### src/rtl/hazard_ctrl_if.sv
// rtl/hazard_ctrl_if.sv - pipeline hazard/stall scheduler signal bundle
interface hazard_ctrl_if #(
    parameter int ADDR_W = 5,
    parameter int CNT_W  = 16
);
    logic [ADDR_W-1:0] src1_ID;
    logic [ADDR_W-1:0] src2_ID;
    logic              two_src_ID;
    logic [ADDR_W-1:0] dest_EXE;
    logic              WB_EN_EXE;
    logic              MEM_R_EN_EXE;
    logic [ADDR_W-1:0] dest_MEM;
    logic              WB_EN_MEM;
    logic              forward_en;
    logic              branch_taken;
    logic              mem_req;
    logic              mem_ready;
    logic              clr_cnt;
    logic              freeze_front;
    logic              bubble_EXE;
    logic              flush_ID;
    logic              freeze_back;
    logic [CNT_W-1:0]  hz_stall_cnt;
    logic [CNT_W-1:0]  mem_stall_cnt;
    logic              mem_timeout;

    modport master (
        output src1_ID, src2_ID, two_src_ID, dest_EXE, WB_EN_EXE, MEM_R_EN_EXE,
               dest_MEM, WB_EN_MEM, forward_en, branch_taken, mem_req, mem_ready, clr_cnt,
        input  freeze_front, bubble_EXE, flush_ID, freeze_back,
               hz_stall_cnt, mem_stall_cnt, mem_timeout
    );

    modport slave (
        input  src1_ID, src2_ID, two_src_ID, dest_EXE, WB_EN_EXE, MEM_R_EN_EXE,
               dest_MEM, WB_EN_MEM, forward_en, branch_taken, mem_req, mem_ready, clr_cnt,
        output freeze_front, bubble_EXE, flush_ID, freeze_back,
               hz_stall_cnt, mem_stall_cnt, mem_timeout
    );
endinterface

### src/rtl/hazard_ctrl.sv
// rtl/hazard_ctrl.sv - stall/flush scheduler with memory-wait FSM and debug counters
module hazard_ctrl #(
    parameter int MEM_TIMEOUT = 255,
    parameter int CNT_W       = 16
) (
    input  logic         clk,
    input  logic         rst,
    hazard_ctrl_if.slave bus
);
    localparam int WAIT_W = (MEM_TIMEOUT < 2) ? 1 : $clog2(MEM_TIMEOUT + 1);
    localparam logic [WAIT_W-1:0] WAIT_ONE = WAIT_W'(1);
    localparam logic [WAIT_W-1:0] WAIT_MAX = WAIT_W'(MEM_TIMEOUT);
    localparam logic [CNT_W-1:0]  CNT_ONE  = CNT_W'(1);

    typedef enum logic {S_RUN, S_WAIT} state_t;

    state_t            state;
    logic [WAIT_W-1:0] wait_cnt;
    logic [CNT_W-1:0]  hz_cnt;
    logic [CNT_W-1:0]  mem_cnt;
    logic              timeout;

    logic m1_exe, m2_exe, m1_mem, m2_mem, hazard;
    logic fb, ff, bub, flush;

    always_comb begin
        m1_exe = (bus.src1_ID != '0) && (bus.src1_ID == bus.dest_EXE);
        m2_exe = bus.two_src_ID && (bus.src2_ID != '0) && (bus.src2_ID == bus.dest_EXE);
        m1_mem = (bus.src1_ID != '0) && (bus.src1_ID == bus.dest_MEM);
        m2_mem = bus.two_src_ID && (bus.src2_ID != '0) && (bus.src2_ID == bus.dest_MEM);
        if (bus.forward_en)
            hazard = bus.MEM_R_EN_EXE && bus.WB_EN_EXE && (m1_exe || m2_exe);
        else
            hazard = (bus.WB_EN_EXE && (m1_exe || m2_exe)) || (bus.WB_EN_MEM && (m1_mem || m2_mem));

        // Gated by rst so the back-end freeze drops the instant reset is applied.
        fb    = !rst && !bus.mem_ready && ((state == S_WAIT) || bus.mem_req);
        ff    = 1'b0;
        bub   = 1'b0;
        flush = 1'b0;
        if (fb) begin
            ff = 1'b1;
        end else if (bus.branch_taken) begin
            bub   = 1'b1;
            flush = 1'b1;
        end else if (hazard) begin
            ff  = 1'b1;
            bub = 1'b1;
        end
    end

    always_ff @(posedge clk or posedge rst) begin
        if (rst) begin
            state    <= S_RUN;
            wait_cnt <= '0;
            hz_cnt   <= '0;
            mem_cnt  <= '0;
            timeout  <= 1'b0;
        end else begin
            if (bus.clr_cnt) begin
                hz_cnt  <= '0;
                mem_cnt <= '0;
            end else begin
                if (ff && !fb && (hz_cnt != '1))
                    hz_cnt <= hz_cnt + CNT_ONE;
                if (fb && (mem_cnt != '1))
                    mem_cnt <= mem_cnt + CNT_ONE;
            end

            case (state)
                S_RUN: begin
                    if (bus.mem_req && !bus.mem_ready) begin
                        state    <= S_WAIT;
                        wait_cnt <= WAIT_ONE;
                    end
                end
                S_WAIT: begin
                    if (bus.mem_ready) begin
                        state <= S_RUN;
                    end else begin
                        if (wait_cnt >= WAIT_MAX)
                            timeout <= 1'b1;
                        // Saturates at the threshold; only the comparison above matters.
                        if (wait_cnt < WAIT_MAX)
                            wait_cnt <= wait_cnt + WAIT_ONE;
                    end
                end
                default: state <= S_RUN;
            endcase
        end
    end

    assign bus.freeze_back   = fb;
    assign bus.freeze_front  = ff;
    assign bus.bubble_EXE    = bub;
    assign bus.flush_ID      = flush;
    assign bus.hz_stall_cnt  = hz_cnt;
    assign bus.mem_stall_cnt = mem_cnt;
    assign bus.mem_timeout   = timeout;
endmodule
### src/flat_wrapper.sv
// flat-port wrapper written by rule: the top's interface ports become plain ports
module hazard_ctrl_flat 
#(
    parameter int MEM_TIMEOUT = 255,
    parameter int CNT_W       = 16
)
  (clk, rst, bus_src1_ID, bus_src2_ID, bus_two_src_ID, bus_dest_EXE, bus_WB_EN_EXE, bus_MEM_R_EN_EXE, bus_dest_MEM, bus_WB_EN_MEM, bus_forward_en, bus_branch_taken, bus_mem_req, bus_mem_ready, bus_clr_cnt, bus_freeze_front, bus_bubble_EXE, bus_flush_ID, bus_freeze_back, bus_hz_stall_cnt, bus_mem_stall_cnt, bus_mem_timeout);
  hazard_ctrl_if #(.CNT_W(CNT_W)) bus_i ();
  input  logic clk;
  input  logic rst;
  input wire logic [$bits(bus_i.src1_ID)-1:0] bus_src1_ID;
  input wire logic [$bits(bus_i.src2_ID)-1:0] bus_src2_ID;
  input wire logic [$bits(bus_i.two_src_ID)-1:0] bus_two_src_ID;
  input wire logic [$bits(bus_i.dest_EXE)-1:0] bus_dest_EXE;
  input wire logic [$bits(bus_i.WB_EN_EXE)-1:0] bus_WB_EN_EXE;
  input wire logic [$bits(bus_i.MEM_R_EN_EXE)-1:0] bus_MEM_R_EN_EXE;
  input wire logic [$bits(bus_i.dest_MEM)-1:0] bus_dest_MEM;
  input wire logic [$bits(bus_i.WB_EN_MEM)-1:0] bus_WB_EN_MEM;
  input wire logic [$bits(bus_i.forward_en)-1:0] bus_forward_en;
  input wire logic [$bits(bus_i.branch_taken)-1:0] bus_branch_taken;
  input wire logic [$bits(bus_i.mem_req)-1:0] bus_mem_req;
  input wire logic [$bits(bus_i.mem_ready)-1:0] bus_mem_ready;
  input wire logic [$bits(bus_i.clr_cnt)-1:0] bus_clr_cnt;
  output wire logic [$bits(bus_i.freeze_front)-1:0] bus_freeze_front;
  output wire logic [$bits(bus_i.bubble_EXE)-1:0] bus_bubble_EXE;
  output wire logic [$bits(bus_i.flush_ID)-1:0] bus_flush_ID;
  output wire logic [$bits(bus_i.freeze_back)-1:0] bus_freeze_back;
  output wire logic [$bits(bus_i.hz_stall_cnt)-1:0] bus_hz_stall_cnt;
  output wire logic [$bits(bus_i.mem_stall_cnt)-1:0] bus_mem_stall_cnt;
  output wire logic [$bits(bus_i.mem_timeout)-1:0] bus_mem_timeout;
  assign bus_i.src1_ID = bus_src1_ID;
  assign bus_i.src2_ID = bus_src2_ID;
  assign bus_i.two_src_ID = bus_two_src_ID;
  assign bus_i.dest_EXE = bus_dest_EXE;
  assign bus_i.WB_EN_EXE = bus_WB_EN_EXE;
  assign bus_i.MEM_R_EN_EXE = bus_MEM_R_EN_EXE;
  assign bus_i.dest_MEM = bus_dest_MEM;
  assign bus_i.WB_EN_MEM = bus_WB_EN_MEM;
  assign bus_i.forward_en = bus_forward_en;
  assign bus_i.branch_taken = bus_branch_taken;
  assign bus_i.mem_req = bus_mem_req;
  assign bus_i.mem_ready = bus_mem_ready;
  assign bus_i.clr_cnt = bus_clr_cnt;
  assign bus_freeze_front = bus_i.freeze_front;
  assign bus_bubble_EXE = bus_i.bubble_EXE;
  assign bus_flush_ID = bus_i.flush_ID;
  assign bus_freeze_back = bus_i.freeze_back;
  assign bus_hz_stall_cnt = bus_i.hz_stall_cnt;
  assign bus_mem_stall_cnt = bus_i.mem_stall_cnt;
  assign bus_mem_timeout = bus_i.mem_timeout;
  hazard_ctrl #(.MEM_TIMEOUT(MEM_TIMEOUT), .CNT_W(CNT_W)) u_core (.clk(clk), .rst(rst), .bus(bus_i));
endmodule
### config.mk
export PLATFORM = sky130hd
export DESIGN_NAME = hazard_ctrl_flat
export DESIGN_NICKNAME = d
export VERILOG_FILES = /design/src/rtl/hazard_ctrl_if.sv /design/src/rtl/hazard_ctrl.sv /design/src/flat_wrapper.sv
export SDC_FILE = /design/constraint.sdc
export NUM_CORES = 1
export LEC_CHECK = 0
export ABC_AREA = 1
export CORE_UTILIZATION = 40
export DETAILED_ROUTE_END_ITERATION = 6
export GPL_TIMING_DRIVEN = 0
export PLACE_DENSITY = 0.66
export REMOVE_ABC_BUFFERS = 1
export SYNTH_ARGS = -nofsm -noshare
export SYNTH_HDL_FRONTEND = slang
export SYNTH_SLANG_ARGS = --single-unit
### constraint.sdc
create_clock -name clk -period 5.43 [get_ports clk]
set_input_delay 1.086 -clock clk [delete_from_list [all_inputs] [get_ports clk]]
set_output_delay 1.086 -clock clk [all_outputs]
set_load 0.01 [all_outputs]
# After elaboration in Yosys (flattened, before gate mapping)
# Cells that the tools add are included.
# word_totals
reg_bits	42
out_inout_bits	37
word_cells	68
# classes
bitwise	2
order_cmp	2
reduce_logical	28
muxes	19
eq_ne	9
n_addsub	3
# op_table
cell	n
16-bit two-way mux	4
16-bit by 1-bit adder with 16-bit output (second input constant)	2
16-bit inequality test (second input constant)	2
8-bit two-way mux	3
5-bit equality test	4
8-bit one-hot mux with 2 select lines	1
1-bit logical AND	15
1-bit two-way mux	10
5-bit nonzero test	2
8-bit by 1-bit adder with 8-bit output (second input constant)	1
8-bit greater-or-equal comparator (second input constant)	1
8-bit < comparator (second input constant)	1
3-bit AND reduction	2
1-bit logical OR	4
2-bit inequality test (second input constant)	2
2-bit nonzero test	2
1-bit zero test	3
2-bit by 1-bit inequality test with 1-bit output (second input constant)	1
1-bit NOT	2
1-bit one-hot mux with 2 select lines	1

# Logic depth before layout (Yosys ltp)
# Gate-level depths: netlist of the first run.
# logic_depth
depth_word	14
depth_mapped	14
depth_no_buf	13

# Worst setup path before layout of the first run
# No wires, ideal clock.
# synth_timing
kind	in2out
start	in bus_mem_ready
end	out bus_freeze_front
t_arrival_ps	1805
cell_stages	5
setup_slack_ps	2539
cell_sequence	nor3_1 > nor2_1 > nor2_4 > inv_1 > nand2_1
# synth_between
elab_chain_cells	4
# synth_lines
item	line	text
start, declared	flat_wrapper.sv:22	input wire logic [$bits(bus_i.mem_ready)-1:0] bus_mem_ready;
1-bit zero test	hazard_ctrl.sv:37	fb = !rst && !bus.mem_ready && ((state == S_WAIT) || bus.mem_req);
1-bit logical AND (2 in a row)	hazard_ctrl.sv:37	
named net bus_freeze_back	flat_wrapper.sv:27	output wire logic [$bits(bus_i.freeze_back)-1:0] bus_freeze_back;
1-bit two-way mux	hazard_ctrl.sv:41	if (fb) begin
end, declared	flat_wrapper.sv:24	output wire logic [$bits(bus_i.freeze_front)-1:0] bus_freeze_front;
# The timed path passes the listed nets, and every way through them passes these cells.

# Final worst setup path of the first run
# layout_timing
start	in bus_src2_ID[0]
end	out bus_freeze_front
# layout_between
elab_chain_cells	10
word_cells_on_any_way	16
cone_classes	2 x eq/ne; 4 x mux; 10 x reduce/logical
# layout_lines
item	line	text
start, declared	flat_wrapper.sv:12	input wire logic [$bits(bus_i.src2_ID)-1:0] bus_src2_ID;
5-bit nonzero test	hazard_ctrl.sv:28, hazard_ctrl.sv:30	
1-bit logical AND	hazard_ctrl.sv:28, hazard_ctrl.sv:30	
1-bit logical AND (on tied branches)	hazard_ctrl.sv:28, hazard_ctrl.sv:30	
1-bit logical OR (on tied branches)	hazard_ctrl.sv:32, hazard_ctrl.sv:34	
1-bit logical AND	hazard_ctrl.sv:34	hazard = (bus.WB_EN_EXE && (m1_exe || m2_exe)) || (bus.WB_EN_MEM && (m1_mem || m2_mem));
1-bit logical OR	hazard_ctrl.sv:34	
1-bit two-way mux (*)	hazard_ctrl.sv:31	if (bus.forward_en)
1-bit two-way mux (*)	hazard_ctrl.sv:46	end else if (hazard) begin
1-bit two-way mux (*)	hazard_ctrl.sv:43	end else if (bus.branch_taken) begin
1-bit two-way mux (*)	hazard_ctrl.sv:41	
# Every way passes the cells marked *; elsewhere a longest branch is shown, timed or not.

==> results of run 1 <==
==> sequential cells by signal, summed over array words and instances (netlist names) <==
name,cells
u_core.state,1
u_core.bus.mem_timeout,1
u_core.bus.mem_stall_cnt,16
u_core.bus.hz_stall_cnt,16
u_core.wait_cnt,8
==> worst paths after layout <==
| check | slack (ps) | depth (start not counted) | start | endpoint |
|---|---|---|---|---|
| max | 1340 | 12 | bus_src2_ID[0] | bus_freeze_front |
| min | 470 | 1 | u_core.bus.mem_timeout | u_core.bus.mem_timeout |
| max reg2reg | 3300 | 12 | u_core.bus.hz_stall_cnt[0] | u_core.bus.hz_stall_cnt[5] |
| min reg2reg | 470 | 1 | u_core.bus.mem_timeout | u_core.bus.mem_timeout |
| max in group asynchronous | 3750 | 3 | rst | u_core.bus.hz_stall_cnt[8] |
| min in group asynchronous | 1200 | 2 | rst | u_core.wait_cnt[6] |
==> power breakdown <==
group | switching [mW] | total (mW) | internal, mW
sequential | 0.0127 | 0.338 | 0.325
combinational | 0.0712 | 0.130 | 0.0589
clock | 0.115 | 0.252 | 0.137
==> layer usage <==
layer | GRT usage [%] | vias up | wire, um
li1 | - | 1436 | -
met1 | 27.0 | 1295 | 3260
met2 | 34.8 | 67 | 3360
met3 | 3.52 | 6 | 332
met4 | 4.55 | 0 | 42
met5 | 0 | - | 0
==> per-stage QoR <==
step	cell area (um^2)	hold WS, ps	power [mW]
global placement	3630	458	0.471
global route	3760	498	0.761
detailed placement	3650	462	0.475
floorplan	2840	455	0.411
finish	3760	474	0.720
CTS	3760	481	0.730
==> layout make-up <==
cell class,instances,area [um^2]
Fill cell,647,3100
Multi-Input combinational cell,306,1590
Sequential cell,42,1050
Timing Repair Buffer,68,698
Inverter,53,199
Tap cell,96,120
Clock buffer,6,72.6
Clock inverter,2,37.5
==> critical path, delay by kind of cell <==
kind	cells	cell delay (ps)
AND/OR/NAND/NOR	10	810
buffers and inverters	2	1090
==> cells in the mapped netlist, drive strengths merged <==
cell,count,area share [%]
nand3b,1,0.26
a21oi,9,1.6
dfrtp,42,37
a31oi,2,0.44
o21ai,17,3.1
o21bai,2,0.65
a31o,1,0.30
a21o,1,0.26
a21boi,1,0.26
nor3,17,3.1
nand2,109,15
buf,2,0.65
or2,1,0.22
inv,53,6.9
ha,3,1.3
nor4,1,0.22
and3,2,0.44
nand4,11,2.4
nand3,37,7.1
clkbuf,5,0.65
xnor2,11,3.4
xor2,18,5.5
nor3b,2,0.52
nor2,59,9.1
o31ai,1,0.26
==> logic make-up (layout without fill, tap and decap cells) <==
group / after synthesis / after routing / share of synthesized area, %
AOI/OAI and AO/OA: 34 / 34 / 6.84
DFF: 42 / 42 / 36.6
buffers and inverters: 60 / 129 / 8.23
and+or+nand+nor: 240 / 240 / 38.2
adders and majority gates: 3 / 3 / 1.31
xor gates and xnor gates: 29 / 29 / 8.84
==> results_dict.tcl, run 1 <==
set metrics [dict create \
    dr.pass1.iters 5 \
    critPathKind "in -> out" \
    setup_viol 0 \
    core.rowCount 30 \
    cts_inserted_buffers 5 \
    clk_path_buf_depth 2 \
    ant_nets 0 \
    gp_congestion 0.820 \
    cp-start-kind "input pin" \
    post_cts_buffers 0 \
    floorplan.die.width_um 86.8 \
    postCtsHoldBufs 0 \
    cts_tree "yes" \
    grt_use_total_pct 20.4 \
    via_count 2804 \
    final_nets 510 \
    yosysUniqueCellTypes 36 \
    cts_sinks 42 \
    hp-class "reg -> reg" \
    required_ps 4340 \
    post_drt_wl_per_cell_um 12.2 \
    setup-tns-final_ps 0 \
    core_um2 6870 \
    finalHoldViolCount 0 \
    io_buffers 67 \
    fin_cells 573 \
    utilization_pct 54.8 \
    cp_cell_sequence "clkdlybuf4s50_1 > nor2_1 > nand3b_1 > nand2_1 > nor2_1 > nand2_1 > nand2_1 > nand2_1 > nand2_1 > nand2_1 > nand2_1 > clkdlybuf4s50_1" \
    postCtsResizedCells 0 \
    cp.arrival_ps 3010 \
    clock_latency_ps 300 \
    start_util_pct 41.8 \
    antenna_found_initial 0 \
    period_share_pct 75.4 \
    critPathCaptureType "output pin" \
    power.leakage_nw 1.73 \
    cp_max_fo 4 \
    synth-seq-area-share_pct 36.6 \
    viasPerCell 4.89 \
    area_growth_pct 31.0 \
    final_max_slew_viol_count 0 \
    drc 0 \
    grt_max_degree 33 \
    p_per_area_nw_per_um2 191 \
    status "completed" \
    slowest_delay_ps 550 \
    syn_inst 408 \
    hpwlAfterDp_mm 5.27 \
    ios 68 \
    yosysWarnings 0 \
    drt_wl_total_mm 6.99 \
    antenna_cells 0 \
    grt_pass1_vias 2618 \
    final_common_cell "nand2_1" \
    worstMarginPinSlew_ps 1040 \
    grt_pass1_wl_mm 12.1 \
    htreeDepth 2 \
    peakVddDrop_uv 179 \
    setup_ws_ps 1340 \
    final_cell_mix "105 x nand2_1, 67 x clkdlybuf4s50_1, 55 x nor2_1, 50 x inv_1, 42 x dfrtp_1" \
    dp_cells 565 \
    rsz0062_at_grt "no" \
    path_clk_slew_ps 70 \
    period_needed_ps 4090 \
    synth_seq_cells 42 \
    initialDrtViolationCount 134 \
    clock-root-buffer "clkbuf_8" \
    grt_overflow_total 0 \
    cp_common_cell "nand2_1" \
    die_h_um 86.8 \
    finClkSkew_ps 10.1 \
    dp_slack_ps 1330 \
    synth_area_um2 2870 \
    max_cap_violations 0 \
    crit_slowest_cell "clkdlybuf4s50_1" \
    synth.avg_cell_area_um2 7.04 \
    die-area_um2 7530 \
    max_freq_mhz 244 \
    drive_above_1_share_pct 5.45 \
    slew_headroom_pct 30.8 \
]
Note: power is estimated with default switching activity, not from simulation.
==> run 2: changes to the inputs <==
==> constraint.sdc (replaced) <==
create_clock -name clk -period 4.2 [get_ports clk]
set_input_delay 0.84 -clock clk [delete_from_list [all_inputs] [get_ports clk]]
set_output_delay 0.84 -clock clk [all_outputs]
set_load 0.01 [all_outputs]
==> results of run 2 <==
The final DEF is identical to that of run 1. Status: completed.
Among the figures that moved: setup slack after placement 1330 ps -> 597 ps; setup slack after layout 1340 ps -> 597 ps; register-to-register setup slack 3300 ps -> 2070 ps; total power 0.720 mW -> 0.931 mW; worst IR drop on VDD 179 uV -> 232 uV
==> run 3: changes to the inputs <==
--- a/config.mk
+++ b/config.mk
@@ -6,10 +6,10 @@
 export NUM_CORES = 1
 export LEC_CHECK = 0
 export ABC_AREA = 1
-export CORE_UTILIZATION = 40
+export CORE_UTILIZATION = 30
+export CTS_BUF_LIST = sky130_fd_sc_hd__clkbuf_4 sky130_fd_sc_hd__clkbuf_8 sky130_fd_sc_hd__clkbuf_16
 export DETAILED_ROUTE_END_ITERATION = 6
 export GPL_TIMING_DRIVEN = 0
-export PLACE_DENSITY = 0.66
 export REMOVE_ABC_BUFFERS = 1
 export SYNTH_ARGS = -nofsm -noshare
 export SYNTH_HDL_FRONTEND = slang
==> run 3 against run 2 <==
Net effect: wire length up 2.1%; via count is 0.53% lower; critical endpoint unchanged; critical path type unchanged; hold slack better by 10 ps; clock-buffer cell count increased by 1; global-route usage decreased by 5.1 points; cell count up 5.8%; clock skew fell by 4.7 ps; combinational power hardly changed; highest routed layer unchanged; core utilization shrank 14 points.
==> results_dict.tcl, run 3 (synthesis gave the netlist of run 1 again) <==
set metrics [dict create \
    worstMarginPinSlew_ps 1070 \
    drc 0 \
    ios 68 \
    final_max_slew_viol_count 0 \
    dr.pass1.iters 4 \
    power.total_uw 938 \
    cp_common_cell "nand2_1" \
    drive_above_1_share_pct 5.66 \
    drt_wl_total_mm 7.14 \
    power.leakage_nw 1.74 \
    postCtsHoldBufs 0 \
    crit_path_start "bus_src2_ID[0]" \
    setup_viol 0 \
    dp_slack_ps 623 \
    hp-class "reg -> reg" \
    core_um2 9240 \
    ant_nets 0 \
    via_count 2789 \
    finalHoldViolCount 0 \
    max_cap_violations 0 \
    grt_max_degree 33 \
    peakVddDrop_uv 112 \
    p_int_uw 688 \
    multi_input_area_um2 1590 \
    dp_cells 598 \
    reg2reg_setup_slack_ps 2070 \
    critPathKind "in -> out" \
    cp-start-kind "input pin" \
    clk_path_buf_depth 2 \
    seq_area_um2 1050 \
    htreeDepth 2 \
    cp.arrival_ps 2740 \
    cp_max_fo 4 \
    p_sw_share_pct 26.7 \
    grt_overflow_total 0 \
    setup-tns-final_ps 0 \
    antenna_found_initial 0 \
    grt_pass1_vias 2787 \
    fillers 958 \
    rsz0062_at_grt "no" \
    final_cell_mix "105 x nand2_1, 67 x clkdlybuf4s50_1, 55 x nor2_1, 50 x inv_1, 42 x dfrtp_1" \
    min_to "u_core.bus.mem_timeout" \
    grt_use_total_pct 15.3 \
    hold_path.startpoint "u_core.bus.mem_timeout" \
    postCtsResizedCells 0 \
    max_freq_mhz 279 \
    die_h_um 99.9 \
    area_growth_pct 32.3 \
    slowest_delay_ps 560 \
    reg2regPathDepth 12 \
    clock_latency_ps 290 \
    floorplan.die.width_um 99.9 \
    final_common_cell "nand2_1" \
    r2r-end "u_core.bus.hz_stall_cnt[5]" \
    gp_congestion 0.875 \
    hold_slack_ps 484 \
    p_per_area_nw_per_um2 247 \
    die-area_um2 9980 \
    post_drt_wl_per_cell_um 11.8 \
    finClkSkew_ps 5.35 \
    viasPerCell 4.60 \
    switching_power_uw 251 \
    status "completed" \
    period_needed_ps 3580 \
    slew_headroom_pct 28.3 \
    start_util_pct 31.1 \
    clockPowerShare_pct 35.5 \
    clock-root-buffer "clkbuf_8" \
    p_comb_share_pct 18.0 \
    hold_depth 1 \
    required_ps 3360 \
    path_clk_slew_ps 80 \
    cp_cell_sequence "clkdlybuf4s50_1 > xnor2_1 > nand2_1 > nor2_1 > nand3_1 > nand2_1 > nand2_1 > nand2_1 > nand2_1 > nand2_1 > clkdlybuf4s50_1" \
    critPathCaptureType "output pin" \
    core.rowCount 35 \
    reg2reg_from "u_core.bus.hz_stall_cnt[0]" \
    hpwlAfterDp_mm 5.42 \
    io_buffers 67 \
    p_seq_share_pct 46.5 \
    initialDrtViolationCount 80 \
    final_nets 510 \
    post_cts_buffers 0 \
    cts_inserted_buffers 5 \
    grt_pass1_wl_mm 12.4 \
    fin_cells 606 \
    antenna_cells 0 \
    period_share_pct 85.2 \
    crit_slowest_cell "clkdlybuf4s50_1" \
    cts_tree "yes" \
    cts_sinks 42 \
    setup_ws_ps 620 \
]
[run 3: worst max-delay path by stage]
| stage | slack, ps | cells after the start | end |
|---|---|---|---|
| 4_1_cts | 620 | 11 | bus_freeze_front |
| 6_report | 620 | 11 | bus_freeze_front |
| 5_1_grt | 430 | 11 | bus_freeze_front |
| 3_5_place_dp | 620 | 11 | bus_freeze_front |
| 2_1_floorplan | 1800 | 5 | bus_freeze_front |
| 3_3_place_gp | 680 | 12 | bus_freeze_front |
[run 3: critical path: cells and delay by family]
family        cells  cell delay [ps]
simple gates      8              640
xor+xnor          1              140
buf+inv           2             1120
[run 3: cell type report]
cell class,instances,share of cell area (%)
multi-input cells,306,41.7
well taps,129,4.24
inverters,53,5.23
clock inverters,1,0.790
clock buffers,7,2.20
repair buffers,68,18.2
flip-flops and latches,42,27.6
[run 3: metal layers]
| metal | track usage [%] | vias up | routed length [um] |
|---|---|---|---|
| met1 | 18.5 | 1297 | 3240 |
| met4 | 3.39 | 0 | 50 |
| met3 | 2.58 | 6 | 192 |
| li1 | - | 1438 | - |
| met2 | 28.2 | 48 | 3660 |
| met5 | 0 | - | 0 |
[run 3: stage by stage]
stage / utilization (%) / cell area [um^2]
6_report: 41.2 / 3800
5_1_grt: 41.2 / 3800
4_1_cts: 41.2 / 3800
3_5_place_dp: 39.9 / 3690
3_3_place_gp: 39.7 / 3670
2_1_floorplan: - / 2840
[run 3: power groups by stage]
stage / clock network [mW] / logic (mW) / registers, mW
after floorplan: 0 / 0.0889 / 0.443
after global placement: 0 / 0.164 / 0.443
after detailed placement: 0 / 0.171 / 0.444
after CTS: 0.345 / 0.172 / 0.437
after global routing: 0.361 / 0.191 / 0.440
final: 0.333 / 0.169 / 0.437
